## src/rtl/ifetch_queue.sv

```systemverilog
// Instruction fetch front end: word fetch, parcel split, prefetch queue.
// Presents 16-bit parcels with pc/fault to the decoder; handles redirects.
module ifetch_queue #(
    parameter int              RV       = 32,
    parameter int              QDEPTH   = 4,
    parameter logic [RV-1:0]   RESET_PC = '0
) (
    input  logic          clk,
    input  logic          reset,
    output logic          mem_req,
    output logic [RV-3:0] mem_addr,
    input  logic          mem_ack,
    input  logic [31:0]   mem_rdata,
    input  logic          mem_fault,
    input  logic          redirect,
    input  logic [RV-1:0] redirect_pc,
    output logic [15:0]   ins,
    output logic          idone,
    output logic [RV-1:0] ins_pc,
    output logic          ins_fault,
    input  logic          ins_take
);

    localparam int AW = $clog2(QDEPTH);
    localparam int CW = AW + 1;

    localparam logic [1:0] S_RUN  = 2'd0;
    localparam logic [1:0] S_WAIT = 2'd1;
    localparam logic [1:0] S_DISC = 2'd2;
    localparam logic [1:0] S_HALT = 2'd3;

    logic [1:0]    state;
    logic [RV-3:0] word;
    logic          skip_low;
    logic [RV-3:0] req_addr;
    logic [AW-1:0] rp;
    logic [AW-1:0] wp;
    logic [CW-1:0] count;

    logic [15:0]   q_ins [QDEPTH];
    logic [RV-1:0] q_pc  [QDEPTH];
    logic          q_flt [QDEPTH];

    logic          empty;
    logic          pop;
    logic          ack_ok;
    logic          can_issue;
    logic [1:0]    push_n;
    logic [15:0]   e0_ins;
    logic [RV-1:0] e0_pc;
    logic          e0_flt;
    logic [15:0]   e1_ins;
    logic [RV-1:0] e1_pc;
    logic          unused_ok;

    assign unused_ok = redirect_pc[0];

    assign empty     = (count == '0);
    assign pop       = !empty && ins_take;
    assign ack_ok    = (state == S_WAIT) && mem_ack;
    assign can_issue = (count <= CW'(QDEPTH - 2));

    assign mem_req   = (state == S_WAIT) || (state == S_DISC);
    assign mem_addr  = req_addr;
    assign idone     = !empty;
    assign ins       = empty ? 16'h0 : q_ins[rp];
    assign ins_pc    = empty ? '0 : q_pc[rp];
    assign ins_fault = empty ? 1'b0 : q_flt[rp];

    // Build the one or two entries produced by an accepted response.
    always_comb begin
        push_n = 2'd0;
        e0_ins = 16'h0;
        e0_pc  = {word, 2'b00};
        e0_flt = 1'b0;
        e1_ins = mem_rdata[31:16];
        e1_pc  = {word, 2'b10};
        if (ack_ok) begin
            if (mem_fault) begin
                push_n = 2'd1;
                e0_flt = 1'b1;
            end else if (skip_low) begin
                push_n = 2'd1;
                e0_ins = mem_rdata[31:16];
                e0_pc  = {word, 2'b10};
            end else begin
                push_n = 2'd2;
                e0_ins = mem_rdata[15:0];
            end
        end
    end

    // Queue storage; a redirect discards any same-cycle push.
    always_ff @(posedge clk) begin
        if (!reset && !redirect) begin
            if (push_n != 2'd0) begin
                q_ins[wp] <= e0_ins;
                q_pc[wp]  <= e0_pc;
                q_flt[wp] <= e0_flt;
            end
            if (push_n == 2'd2) begin
                q_ins[wp + AW'(1)] <= e1_ins;
                q_pc[wp + AW'(1)]  <= e1_pc;
                q_flt[wp + AW'(1)] <= 1'b0;
            end
        end
    end

    // Queue pointers and occupancy.
    always_ff @(posedge clk) begin
        if (reset || redirect) begin
            rp    <= '0;
            wp    <= '0;
            count <= '0;
        end else begin
            wp    <= wp + AW'(push_n);
            rp    <= rp + AW'(pop);
            count <= count + CW'(push_n) - CW'(pop);
        end
    end

    // Fetch sequencer: one outstanding request, never withdrawn.
    always_ff @(posedge clk) begin
        if (reset) begin
            state    <= S_RUN;
            word     <= RESET_PC[RV-1:2];
            skip_low <= RESET_PC[1];
            req_addr <= RESET_PC[RV-1:2];
        end else if (redirect) begin
            word     <= redirect_pc[RV-1:2];
            skip_low <= redirect_pc[1];
            if (mem_req && !mem_ack)
                state <= S_DISC;
            else
                state <= S_RUN;
        end else begin
            unique case (state)
                S_RUN: begin
                    if (can_issue) begin
                        state    <= S_WAIT;
                        req_addr <= word;
                    end
                end
                S_WAIT: begin
                    if (mem_ack) begin
                        if (mem_fault) begin
                            state <= S_HALT;
                        end else begin
                            state    <= S_RUN;
                            word     <= word + (RV-2)'(1);
                            skip_low <= 1'b0;
                        end
                    end
                end
                S_DISC: begin
                    if (mem_ack)
                        state <= S_RUN;
                end
                default: state <= S_HALT;
            endcase
        end
    end

endmodule
```

## config.mk

```make
export PLATFORM = sky130hd
export DESIGN_NAME = ifetch_queue
export DESIGN_NICKNAME = d
export VERILOG_FILES = /design/src/rtl/ifetch_queue.sv
export SDC_FILE = /design/constraint.sdc
export NUM_CORES = 1
export LEC_CHECK = 0
export ABC_CLOCK_PERIOD_IN_PS = 8800
export CAP_MARGIN = 20
export CORE_ASPECT_RATIO = 0.7
export CORE_MARGIN = 1.5
export CORE_UTILIZATION = 41
export CTS_CLUSTER_DIAMETER = 50
export DETAILED_ROUTE_END_ITERATION = 8
export MAX_ROUTING_LAYER = met4
export PLACE_DENSITY = 0.69
export RECOVER_POWER = 50
export SLEW_MARGIN = 20
export SYNTH_ARGS = -nofsm -noshare
export SYNTH_HDL_FRONTEND = slang
export SYNTH_SLANG_ARGS = --single-unit
```

## constraint.sdc

```tcl
create_clock -name clk -period 8.8 [get_ports clk]
set_clock_uncertainty 0.2 [all_clocks]
set_input_delay 1.32 -clock clk [delete_from_list [all_inputs] [get_ports clk]]
set_output_delay 1.32 -clock clk [all_outputs]
set_load 0.1 [all_outputs]
```

[Yosys cells after proc, flatten, opt, wreduce, memory -nomap -nowiden]
Memories as Yosys holds them, arrays and structs flattened. A register that Yosys moved wholly into a read port is not among the register bits.
Cells that the tools add are included.
Cells by class
  $add $sub $neg: 6
  order comparisons: 1
  equal/unequal tests: 7
  multiplexer cells: 38
  bitwise operators: 1
  reduce and logical (&&, ||, !) cells: 18
Operators with widths (count)
  30-bit two-way mux: 4
  16-bit two-way mux: 4
  32-bit two-way mux: 1
  30-bit by 1-bit adder with 30-bit output (second input constant): 1
  2-bit two-way mux: 15
  1-bit two-way mux: 13
  3-bit inequality test (second input constant): 3
  3-bit AND reduction: 3
  2-bit case mux with 3 select lines: 1
  2-bit nonzero test: 3
  2-bit == test (second input constant): 2
  1-bit logical AND: 4
  1-bit zero test: 4
  3-bit by 2-bit adder with 3-bit output: 1
  3-bit by 2-bit <= comparator with 1-bit output (second input constant): 1
  3-bit zero test: 1
  3-bit by 1-bit subtractor with 3-bit output: 1
  2-bit by 1-bit adder with 2-bit output: 1
  2-bit by 1-bit adder with 2-bit output (second input constant): 1
  2-bit adder: 1
  2-bit by 1-bit == test with 1-bit output (second input constant): 1
  2-bit zero test: 1
  1-bit logical OR: 2
  2-bit by 1-bit inequality test with 1-bit output (second input constant): 1
  1-bit inverter: 1
Storage, ports and cells
  flip-flop bits (word level): 70
  bits in writable memories: 196
  bits of input ports: 70
  output and inout port bits: 81
  logic and storage cells: 81
  memories kept: 3
Memory list
  q_pc: depth 4, bits a word 32, read ports 1, clocked after Yosys merged registers in 1, write ports 2, line 41  | logic [RV-1:0] q_pc [QDEPTH];
  q_ins: depth 4, bits a word 16, read ports 1, clocked after Yosys merged registers in 1, write ports 2, line 40  | logic [15:0] q_ins [QDEPTH];
  q_flt: depth 4, bits a word 1, read ports 1, clocked after Yosys merged registers in 1, write ports 2, line 42  | logic q_flt [QDEPTH];

[Logic depth before layout (Yosys ltp)]
Gate-level depths: netlist of run 1.
  word-level depth: 7
  depth in mapped cells: 12
  mapped depth without buffers: 11

[Worst setup path before layout of run 1]
No wires, ideal clock.
  path kind: input to register
  start point: input port mem_ack
  end point: memory q_ins[2][0], enable pin
  setup time: 0.425 ns
  arrival time: 3.641 ns
  slack: 4.534 ns
  cell stages on the path: 6
  path through: clkbuf_1 nor2b_1 clkbuf_1 nand3_1 o21ai_0 clkbuf_1
RTL lines
  from (decl): line 12  | input logic mem_ack,
  to (decl): line 40

==> results of run 1 <==
## critical path, stage by stage
cell and delay [ps]:
dlygate4sd3_1 520, clkbuf_1 1300, nor4b_1 360, and3_1 430, nor2_4 680, clkinv_1 950, buf_4 570
## sequential cells by signal, summed over array words and instances (netlist names)
| register | count |
|---|---|
| rp | 2 |
| q_pc | 124 |
| q_ins | 64 |
| state | 2 |
| q_flt | 4 |
| word | 30 |
| skip_low | 1 |
| count | 3 |
| wp | 2 |
| mem_addr | 30 |
## logic make-up (layout without fill, tap and decap cells)
kind of cell	after synthesis	in the layout	synth area share (%)
other cells	1	1	0.0303
flops	262	262	57.2
fa+ha+maj	8	8	0.869
simple gates	399	399	17.9
compound gates	171	171	10.3
mux	52	52	9.05
xor+xnor	17	17	1.20
buf+inv	109	235	3.46
## final cells by class
type,instances,area (sq um),share of cell area (%)
Multi-Input combinational cell,648,4890,32.5
Timing Repair Buffer,165,1610,10.7
Clock buffer,33,708,4.71
Sequential cell,262,7090,47.1
Inverter,20,75.1,0.499
Tap cell,385,482,3.20
Clock inverter,17,195,1.30
## cells in the final DEF (no fill, tap or decap), types with 6 or more instances in the layout
cell type and n:
inv_1 18, a22o_1 64, ha_1 7, nor4_1 8
nor2b_1 80, dfxtp_1 76, nor3_1 6, clkdlybuf4s50_1 116
nor2_1 40, xnor2_1 10, xor2_1 7, clkbuf_16 27
nand3_1 20, mux4_2 48, nand4_1 10, clkinv_1 7
and2_1 110, o211ai_1 6, clkbuf_1 8, and4_1 8
o21ai_0 9, a2111oi_0 8, a21oi_1 41, dlygate4sd3_1 31
nand2_1 86, edfxtp_1 184, a211oi_1 12, a311oi_1 10
buf_4 13
## power groups by stage
stage / combinational [mW] / sequential (mW) / clock [mW]
floorplan: 0.179 / 1.42 / 0
global placement: 0.306 / 1.40 / 0
detailed placement: 0.310 / 1.40 / 0
finish: 0.310 / 1.37 / 1.18
global route: 0.328 / 1.37 / 1.24
CTS: 0.311 / 1.37 / 1.19
## cell usage after synthesis, drive strengths merged (2+ instances only)
cell type and instances:
nand3b 2, nand2 87, xnor2 10, nor2b 80
or4 3, nand3 20, o21ai 10, dfxtp 78
mux4 48, a211oi 12, inv 20, o311a 2
and4 8, nor2 41, a21oi 41, xor2 7
a221oi 3, nand4 10, and3 6, mux2i 4
a21o 2, nor4 10, and2 112, edfxtp 184
buf 15, clkbuf 74, ha 7, o211ai 6
a311oi 10, a22o 64, a2111oi 8, or3 5
a31oi 4, nand4b 2, nor3 6
## worst max-delay path by stage
stage	slack, ps	end	cells past startpoint	startpoint
after floorplan	4530	q_ins[2][0]	6	mem_ack
after global placement	3280	q_ins[3][7]	7	redirect
after detailed placement	3210	q_ins[3][7]	7	redirect
after CTS	3770	q_pc[3][20]	7	redirect
after global routing	2230	q_ins[3][9]	7	redirect
final	2690	q_pc[3][20]	7	redirect
## through the flow
step	setup WS, ps	utilization (%)
after detailed placement	3210	47.4
after global placement	3280	47.4
final	2690	50.4
after floorplan	4530	-
after CTS	3770	50.4
after global routing	2230	50.4
## metal layers
metal,GRT usage [%],vias to the layer above,wire [um]
li1,-,3982,-
met1,30.6,4263,15000
met2,29.6,312,14100
met3,3.40,45,2240
met4,4.21,0,512
met5,-,-,0
==> flow_metrics.env, run 1 <==
export IMPL_syn_to_final_growth_pct=21.6
export IMPL_drtIter0Drc=677
export IMPL_core_area_sq_mm=0.0298
export IMPL_dp_hpwl_um=20200
export IMPL_slew_headroom_pct=-20.8
export IMPL_synth_edf_count=184
export IMPL_min_period_over_period_pct=69.5
export IMPL_tritoncts="built"
export IMPL_timing_rr_end="q_pc[3][20]"
export IMPL_crit_path_start_kind="primary input"
export IMPL_ys_ff_latch=262
export IMPL_grt_util_all_layers_pct=20.6
export IMPL_diodes=0
export IMPL_final_nets=1202
export IMPL_synthesis_nets=1097
export IMPL_hold_class="flop to flop"
export IMPL_status="complete, but fails checks"
export IMPL_die_w_um=211
export IMPL_grt_pass1_vias=8196
export IMPL_antenna_found_initial=2
export IMPL_synth_largest_area_cell="edfxtp_1"
export IMPL_rsz0062_at_grt="false"
export IMPL_cts_made_buffers=27
export IMPL_synthDominantCellAreaShare_pct=44.6
export IMPL_p_comb_share_pct=10.9
export IMPL_synth_cell_type_count=60
export IMPL_clk_latency_ps=530
export IMPL_fmaxAchievable_mhz=164
export IMPL_reg2regPathDepth=7
export IMPL_drv_slew=100
export IMPL_period_needed_ps=6110
export IMPL_initial_core_util_pct=41.5
export IMPL_synth_area_leaders="edfxtp_1 (45%), dfxtp_1 (13%), mux4_2 (8.7%)"
export IMPL_hold_violations=0
export IMPL_yosys_warnings=0
export IMPL_setup_tns_ps=0
export IMPL_grt_overflow=0
export IMPL_required_ps=8840
export IMPL_avgSynthCellArea_sq_um=12.2
export IMPL_ir_drop_mv=0.111
export IMPL_post_place_cells=1479
export IMPL_placed_area_sq_mm=0.0141
export IMPL_worst_pin_slew_ps=1810
export IMPL_p_per_area_mw_per_mm2=190
export IMPL_ctsResizeCount=0
export IMPL_grt_pass1_wl_um=48200
export IMPL_die_area_sq_mm=0.0313
export IMPL_clockBufferDepth=3
export IMPL_drt_total_wl_um=31800
export IMPL_ant_nets=0
export IMPL_path_clk_slew_ps=60
export IMPL_async_flop_share_pct=0
export IMPL_route_detailed_drc=0
export IMPL_critPathKind="primary input to flop"
export IMPL_r2r_setup_slack_ps=4600
export IMPL_dr_pass1_iters=4
export IMPL_cap_violations=4
export IMPL_via_per_inst=5.62
export IMPL_cts_hold_buf=0
export IMPL_fillers=2596
export IMPL_p_sw_mw=0.737
export IMPL_vias=8602
export IMPL_intPower_mw=2.12
export IMPL_violations="capacitance limit, slew limit"
export IMPL_r2r_start="state[1]"
export IMPL_leakage_nw=5.20
export IMPL_setup_viol=0
export IMPL_numPortBuffers=148
export IMPL_holdWs_ps=256
export IMPL_io_pins=151
export IMPL_postSynthCellCount=1019
export IMPL_final_cells=1530
export IMPL_netlist_area_sq_mm=0.0124
export IMPL_final_area_sq_mm=0.0151
export IMPL_postCtsSetupBuffers=0
export IMPL_seq_power_share_pct=47.9
export IMPL_h_tree_depth=1
export IMPL_numClockSinks=262
export IMPL_synth_flop_cell="edfxtp_1"
export IMPL_p_clk_share_pct=41.2
export IMPL_fin_total_pwr_mw=2.86
export IMPL_swShare_pct=25.8
export IMPL_arrival_ps=6150
export IMPL_fp_dieH_um=148
export IMPL_routabilityCongestion=0.841
export IMPL_holdPathStages=2
export IMPL_hold_path_end="mem_addr[0]"
export IMPL_grt_max_degree=77
export IMPL_cp_end_kind="flop"
export IMPL_layout_drive_gt1_share_pct=9.78
export IMPL_cts_root_buf="clkbuf_16"
export IMPL_worstPathMaxFanout=43
export IMPL_min_from="mem_addr[0]"
export IMPL_wire_per_inst_um=20.8
export IMPL_ys_seq_area_share_pct=57.2
export IMPL_rows=53
Power figures use the tool's default switching activity.
==> run 2, diff against run 1 <==
--- a/config.mk
+++ b/config.mk
@@ -5,7 +5,7 @@
 export SDC_FILE = /design/constraint.sdc
 export NUM_CORES = 1
 export LEC_CHECK = 0
-export ABC_CLOCK_PERIOD_IN_PS = 8800
+export ABC_CLOCK_PERIOD_IN_PS = 6100
 export CAP_MARGIN = 20
 export CORE_ASPECT_RATIO = 0.7
 export CORE_MARGIN = 1.5
==> constraint.sdc (replaced) <==
create_clock -name clk -period 6.1 [get_ports clk]
set_clock_uncertainty 0.2 [all_clocks]
set_input_delay 0.915 -clock clk [delete_from_list [all_inputs] [get_ports clk]]
set_output_delay 0.915 -clock clk [all_outputs]
set_load 0.1 [all_outputs]
==> flow_metrics.env, run 2 (synthesis gave the netlist of run 1 again) <==
export IMPL_fmaxAchievable_mhz=202
export IMPL_drtIter0Drc=622
export IMPL_route_detailed_drc=0
export IMPL_die_w_um=211
export IMPL_grt_util_all_layers_pct=20.8
export IMPL_rows=53
export IMPL_slew_headroom_pct=-23.0
export IMPL_tritoncts="built"
export IMPL_final_area_sq_mm=0.0151
export IMPL_grt_pass1_vias=8477
export IMPL_final_nets=1206
export IMPL_clk_latency_ps=550
export IMPL_diodes=0
export IMPL_leakage_nw=5.21
export IMPL_fin_total_pwr_mw=4.15
export IMPL_ir_drop_mv=0.173
export IMPL_regMostFlops="q_pc"
export IMPL_layout_drive_gt1_share_pct=9.83
export IMPL_routabilityCongestion=0.826
export IMPL_h_tree_depth=1
export IMPL_hold_violations=0
export IMPL_wire_per_inst_um=20.7
export IMPL_largest_reg_flops=124
export IMPL_postCtsSetupBuffers=0
export IMPL_path_clk_slew_ps=60
export IMPL_drt_total_wl_um=31700
export IMPL_vias=8576
export IMPL_placed_area_sq_mm=0.0142
export IMPL_hold_class="flop to flop"
export IMPL_cp_slowest_cell="clkbuf_1"
export IMPL_initial_core_util_pct=41.5
export IMPL_worstPathMaxFanout=41
export IMPL_antenna_found_initial=1
export IMPL_required_ps=6370
export IMPL_status="complete, but fails checks"
export IMPL_post_place_cells=1482
export IMPL_worst_slack_ps=1140
export IMPL_setup_tns_ps=0
export IMPL_path_cells="dlygate4sd3_1 > clkbuf_1 > inv_1 > clkbuf_1 > and3_1 > nand2_1 > a21oi_1"
export IMPL_cts_made_buffers=28
export IMPL_worst_pin_slew_ps=1850
export IMPL_ant_nets=0
export IMPL_top_regs="q_pc: 124 flops, q_ins: 64 flops"
export IMPL_crit_path_start_kind="primary input"
export IMPL_r2r_start="state[1]"
export IMPL_p_per_area_mw_per_mm2=275
export IMPL_max_stage_delay_ps=1280
export IMPL_critPathLaunch="redirect"
export IMPL_cts_hold_buf=0
export IMPL_setup_viol=0
export IMPL_die_area_sq_mm=0.0313
export IMPL_grt_pass1_wl_um=48800
export IMPL_final_cells=1535
export IMPL_arrival_ps=5230
export IMPL_ctsResizeCount=0
export IMPL_min_period_over_period_pct=81.3
export IMPL_violations="capacitance limit, slew limit"
export IMPL_clockBufferDepth=3
export IMPL_via_per_inst=5.59
export IMPL_drv_slew=146
export IMPL_cap_violations=5
export IMPL_critPathKind="primary input to flop"
export IMPL_numClockSinks=262
export IMPL_final_cell_mix="edfxtp_1 (184), clkdlybuf4s50_1 (114), and2_1 (109), nand2_1 (86), nor2b_1 (80)"
export IMPL_final_common_cell="edfxtp_1"
export IMPL_fillers=2574
export IMPL_fp_dieH_um=148
export IMPL_rsz0062_at_grt="false"
export IMPL_cpMostUsedCell="clkbuf_1"
export IMPL_cp_end_kind="flop"
export IMPL_dr_pass1_iters=5
export IMPL_numPortBuffers=148
export IMPL_min_from="mem_addr[11]"
export IMPL_grt_overflow=0
export IMPL_period_needed_ps=4960
export IMPL_syn_to_final_growth_pct=21.9
export IMPL_cts_root_buf="clkbuf_16"
export IMPL_pre_cts_ws_ps=1770
export IMPL_core_area_sq_mm=0.0298
export IMPL_io_pins=151
export IMPL_grt_max_degree=77
export IMPL_dp_hpwl_um=20400
run 2: cell count changes in the layout (fill, tap and decap cells not counted), sizes merged:
cell / delta
clkbuf: +8
clkinv: -3
inv: -1
dlygate4sd3: +2
clkdlybuf4s50: -2
buf: +1
run 2: metal layers:
layer	track usage [%]	vias up	wire [um]
met5	-	-	0
met2	30.6	305	14000
li1	-	3986	-
met3	3.21	50	2280
met4	4.21	0	518
met1	30.7	4235	14900
run 2: final timing paths:
| path | to | slack, ps | depth (start not counted) |
|---|---|---|---|
| worst min-delay path | mem_addr[11] | 260 | 2 |
| worst max-delay path | mem_addr[28] | 1140 | 7 |
| worst max register to register | q_ins[3][13] | 1470 | 8 |
| worst min register to register | mem_addr[11] | 260 | 2 |
run 2: final cells by class:
cell class,instances,area [sq um],share of cell area (%)
multi-input cells,648,4890,32.4
clock inverters,13,180,1.19
flip-flops and latches,262,7090,47.0
repair buffers,168,1630,10.8
clock buffers,39,752,4.98
well taps,385,482,3.19
inverters,20,75.1,0.497
run 2: worst max-delay path: cells and delay by family:
kind            cells  cell delay, ps
buf+inv             4            2810
compound gates      1             160
simple gates        2            1320
run 2: stage by stage:
stage / hold slack (ps) / util (%)
2_1_floorplan: 249 / -
3_3_place_gp: 244 / 47.5
5_1_grt: 273 / 50.6
6_report: 256 / 50.6
3_5_place_dp: 249 / 47.5
4_1_cts: 257 / 50.6
run 2: power breakdown:
group	switching [mW]	leakage, nW	internal [mW]	total, mW
registers	0.0582	2.41	1.92	1.97
clock network	0.695	0.442	1.03	1.73
logic	0.304	2.35	0.144	0.448
total	1.06	5.21	3.09	4.15
==> RTL edit 1, RTL diff (settings of run 2) <==
`QDEPTH`: 4 -> 2.
--- a/src/rtl/ifetch_queue.sv
+++ b/src/rtl/ifetch_queue.sv
@@ -4,3 +4,3 @@
     parameter int              RV       = 32,
-    parameter int              QDEPTH   = 4,
+    parameter int              QDEPTH   = 2,
     parameter logic [RV-1:0]   RESET_PC = '0
Function: changed (a bounded check fails within 4 cycles, from zero or initial values and one cycle with reset high).
==> RTL edit 1 against run 2 <==
- the flow still finishes with violations (max-capacitance violations, max-slew violations)
- hold slack worse by 0.0056 ns
- design area is 34% lower
- register-to-register slack better by 0.64 ns
- worst setup slack better by 0.015 ns
- routed wire length is 38% lower
- via count is 29% lower
- area after synthesis is 37% lower
- sequential cell count is 99 lower
- global-route usage is 0.10 points lower
- power is 36% lower
- clock power is 40% lower
- largest power group unchanged
==> RTL edit 1: results (changes against run 2) <==
CP Class=register to output port; Max-Cap Viols=3 (-2); Vias/cell=5.380 (-3.7%); run status=finished, violations left; reg-to-reg endpoint=count[1]$_SDFF_PP0_; Worst Hold End=mem_addr[0]$_SDFFE_PP0P_; number of buffers created by CTS=17 (-39%); total track usage=0.2073 (-0.001043); LEAKAGE=3.375 nW (-35%); worst skew pair latency=0.43 ns (-0.12 ns); Post-synth top cells=95 x nor2_1, 92 x edfxtp_1, 84 x nand2_1, 71 x dfxtp_1, 58 x and2_1; Sw Share=0.2829 (+0.02799); hpwl dp=12.94 mm (-36%); max-slew violations=113 (-23%); mux cell area share after synthesis=0.06477 (-0.02577); fin nets=956 (-21%); R2R cell count=11 (+3); number of global-route vias before repair=5706 (-33%); Final Hold Slack=0.2503 ns (-0.005599 ns); met1 Use GR=0.2965 (-0.01060); crit path from=count[1]$_SDFF_PP0_; GP Congestion=0.8348 (+1.1%); Placed Cells=1096 (-26%); M2 GR Usage=0.2906 (-0.01515); fin crit share=0.8106 (-0.002384); synth top area cells=edfxtp_1 36%, dfxtp_1 18%, mux2i_1 6.3%; post-synthesis net count=840 (-23%); initial antenna violation count=0 (-1); r2r setup slk=2.11 ns (+0.64 ns); Max VDD drop=0.0001621 V (-6.5%); worst-path fanout max=28 (-32%); Via Count=6069 (-29%); clk buf depth=2 (-1); failing checks=max-capacitance violations, max-slew violations; largest net degree at the start of global routing=74 (-3.9%); pre-CTS WS=1.949 ns (+0.1781 ns); WL/cell=17.53 microns (-15%); Seq pwr share=0.461 (-0.015); Cells after Synth=763 (-25%); met3 usage=0.05514 (+0.02305); Largest regs=q_pc: 62 flops, q_ins: 32 flops; Post-synth EDFFs=92 (-50%); clock power share=0.387 (-0.029); FILL cells=1690 (-34%); synth unique cells=51 (-15%); Max stage delay on crit path=1.44 ns (+0.16 ns); CP delay by family, top=simple AND/OR/NAND/NOR gates; worst slew pin tran=2.051 ns (+0.2056 ns)
-- RTL edit 1: changes by cell type after synthesis, moves of 48 or more --
cell | before | now
a22o_1 | 64 | 1
nor2_1 | 41 | 95
nor2b_1 | 80 | 5
mux4_2 | 48 | 0
and2_1 | 112 | 58
edfxtp_1 | 184 | 92
-- RTL edit 1: kinds of logic (layout without fill, tap and decap cells) --
kind of cell	after synthesis	count (layout)
xor gates and xnor gates	17	17
adders and majority gates	7	7
muxes	50	50
DFF	163	163
and+or+nand+nor	326	326
other	1	1
AOI/OAI and AO/OA	123	123
buffers and inverters	76	205
-- RTL edit 1: metrics by stage --
stage	cell area, sq um	total power, W	utilization
final	9916	0.002666	0.5430
after global placement	9394	0.001661	0.5144
after detailed placement	9394	0.001664	0.5144
after CTS	9956	0.002687	0.5451
after floorplan	7746	0.001526	-
after global routing	9916	0.002760	0.5430
-- RTL edit 1: worst register-to-register path, delay by kind of cell, from the launching register on --
family                     cells  cell delay, ns
and+or+nand+nor                3            1.73
buffers and inverters          3            0.65
adders and majority gates      2            0.48
xor gates and xnor gates       3            0.48
DFF                            1            0.34
-- RTL edit 1: area by class of cell --
| type | count | area, sq um | share of cell area |
|---|---|---|---|
| Tap cell | 236 | 295.3 | 0.02978 |
| Inverter | 12 | 45.04 | 0.004543 |
| Clock buffer | 25 | 489.2 | 0.04934 |
| Sequential cell | 163 | 4185 | 0.4221 |
| Multi-Input combinational cell | 524 | 3262 | 0.3290 |
| Timing Repair Buffer | 161 | 1567 | 0.1580 |
| Clock inverter | 7 | 72.57 | 0.007319 |
-- RTL edit 1: per-layer routing --
layer,part of all wire,vias up
li1,-,2984
met1,0.50,2823
met2,0.41,241
met3,0.076,21
met4,0.0083,0
met5,0,-
==> RTL edit 2, RTL diff (flow settings as in run 2) <==
Made on the original files. Make the reset (`reset`) asynchronous in one clocked block.
--- a/src/rtl/ifetch_queue.sv
+++ b/src/rtl/ifetch_queue.sv
@@ -122,3 +122,3 @@
     // Fetch sequencer: one outstanding request, never withdrawn.
-    always_ff @(posedge clk) begin
+    always_ff @(posedge clk or posedge reset) begin
         if (reset) begin
Function: differs if reset is asserted again (counterexample within 4 cycles, from zero or initial values and one cycle with reset high); with reset held inactive, the same outputs for 4 cycles.
==> RTL edit 2 against run 2 <==
- die area up 0.38%
- sequential cell count unchanged
- synthesized cell count down 9.2%
- global-route usage down 0.24 points
- critical path depth unchanged
- worst setup slack better by 0.10 ns
- routed wire length down 2.7%
- critical path type unchanged
- highest routed layer unchanged
- maximum frequency up 2.1%
- the run still ends with max-capacitance violations, max-slew violations left
- area after synthesis up 0.38%
- design area about the same
Power is not compared: it rests on default switching activity, and its combinational part moved more than twofold at a synthesized area within 25%.
==> RTL edit 2: results (changes against run 2) <==
run status=finished, violations left; failing checks=max-capacitance violations, max-slew violations; clock slew at reported path FFs=0.06 ns (about the same); post-synthesis async set-or-reset flop share=0.2405 (+0.2405); setup bufs post-CTS=0 (unchanged); worst-path fanout max=31 (-24%); post-synthesis net count=1003 (-8.6%); FILL cells=2553 (-0.82%); Worst EP arrival=4.88 ns (-0.35 ns); Initial DRC Count=696 (+12%); ratio of cells with drive above 1 in the final layout=0.1278 (+0.02956); fin nets=1122 (-7.0%); xor and xnor area share after synthesis=0.01198 (-0.00004600); post-synthesis sequential area ratio=0.5955 (+0.02318); max-slew violations=171 (+17%); first-pass GRT wire length=47.98 mm (-1.6%); DRC Markers=0 (unchanged); synth unique cells=56 (-6.7%); I/O Buffers=148 (unchanged); number of buffers created by CTS=27 (-3.6%); Max-Cap Viols=6 (+1); H-tree levels=1 (unchanged); Slew headroom=-0.4468 (-0.2167); post-CTS sizing=0 (unchanged); LEAKAGE=5.352 nW; clk buf depth=3 (unchanged); Adder-Cell Fraction of Synth Area=0.008657 (-0.00003324); total track usage=0.2059 (-0.002388); Placed Cells=1426 (-3.8%); number of global-route vias before repair=8269 (-2.5%); WL final=30.85 mm (-2.7%); CP delay by family, top=buffers and inverters; mux cell area share after synthesis=0.1156 (+0.02502); f_max=205.8 MHz (+2.1%); largest net degree at the start of global routing=52 (-32%); Max stage delay on crit path=1.34 ns (+0.06 ns); GP Congestion=0.8038 (-2.6%); Syn Area/Cell=13.44 sq um (+11%); Via Count=8142 (-5.1%); WL/cell=20.89 microns (+1.1%); synth top area cells=edfxtp_1 44%, dfrtp_1 13%, mux4_2 8.7%; Post-synth top cells=184 x edfxtp_1, 109 x and2_1, 73 x nor2b_1, 65 x a22o_1, 63 x dfrtp_1; pre-CTS WS=1.591 ns (-0.1804 ns); Area after DPL=0.01428 sq mm (+0.83%); hpwl dp=19.27 mm (-5.3%); Crit-path slowest cell=clkbuf_1; complex-gate fraction of the synthesized area=0.08385 (-0.01902)
[RTL edit 2: changes by cell type in the layout (fill, tap and decap cells not counted), sizes merged, moves of 10 or more]
cell / before / now
a211oi: 12 / 0
a21oi: 41 / 8
a311oi: 10 / 0
a31oi: 4 / 19
dfrtp: 0 / 63
dfxtp: 78 / 15
mux2: 0 / 28
nand2: 87 / 41
o21ai: 10 / 23
[RTL edit 2: power breakdown]
part           total [W]  internal, W  switching, W
Clock            0.00164     0.000966      0.000673
Sequential       0.00220      0.00206      0.000135
Combinational    0.00239     0.000611       0.00177
Total            0.00622      0.00364       0.00258
[RTL edit 2: worst min-delay path, stage by stage, from the launching register on]
cell and delay [ns]:
dfrtp_1 0.35, nand2_1 0.05, o21ai_0 0.06
[RTL edit 2: metrics by stage]
step | hold WS, ns | power (W)
2_1_floorplan | 0.2485 | 0.004046
3_3_place_gp | 0.2743 | 0.004639
3_5_place_dp | 0.2763 | 0.004659
4_1_cts | 0.2935 | 0.006297
5_1_grt | 0.3201 | 0.006442
6_report | 0.2964 | 0.006222
[RTL edit 2: layout make-up]
| class | instances | area [sq um] | share of cell area |
|---|---|---|---|
| timing repair buffer | 164 | 1603 | 0.1061 |
| clock buffer | 37 | 733.2 | 0.04852 |
| antenna | 1 | 2.502 | 0.0001656 |
| sequential | 262 | 7410 | 0.4904 |
| inverter | 12 | 45.04 | 0.002981 |
| tap | 412 | 515.5 | 0.03411 |
| clock inverter | 12 | 135.1 | 0.008943 |
| multi-input combinational | 577 | 4667 | 0.3089 |
[RTL edit 2: metal layers]
layer | up-vias | track usage | wire length, microns
met3 | 46 | 0.03568 | 2047
met2 | 264 | 0.3117 | 14220
met1 | 4127 | 0.2905 | 14000
li1 | 3705 | - | -
met5 | - | - | 0
met4 | 0 | 0.04893 | 587
[RTL edit 2: final timing paths]
path / from / endpoint / slack, ns / cells past startpoint
min in group asynchronous: reset / mem_addr[28]$_DFFE_PP0P_ / 1.08 / 2
max reg2reg: state[1]$_DFFE_PP0P_ / q_pc[2][13]$_DFFE_PP_ / 1.93 / 5
min reg2reg: mem_addr[21]$_DFFE_PP0P_ / mem_addr[21]$_DFFE_PP0P_ / 0.30 / 2
max: redirect / q_pc[1][18]$_DFFE_PP_ / 1.24 / 7
max in group asynchronous: reset / state[0]$_DFFE_PP0P_ / 1.99 / 3
min: mem_addr[21]$_DFFE_PP0P_ / mem_addr[21]$_DFFE_PP0P_ / 0.30 / 2
[RTL edit 2: cell families (layout without fill, tap and decap cells)]
family / count (synthesis) / after routing
and+or+nand+nor: 331 / 331
muxes: 80 / 80
xor gates and xnor gates: 17 / 17
buffers and inverters: 86 / 225
AOI/OAI and AO/OA: 140 / 140
adders and majority gates: 8 / 8
other: 1 / 2
DFF: 262 / 262
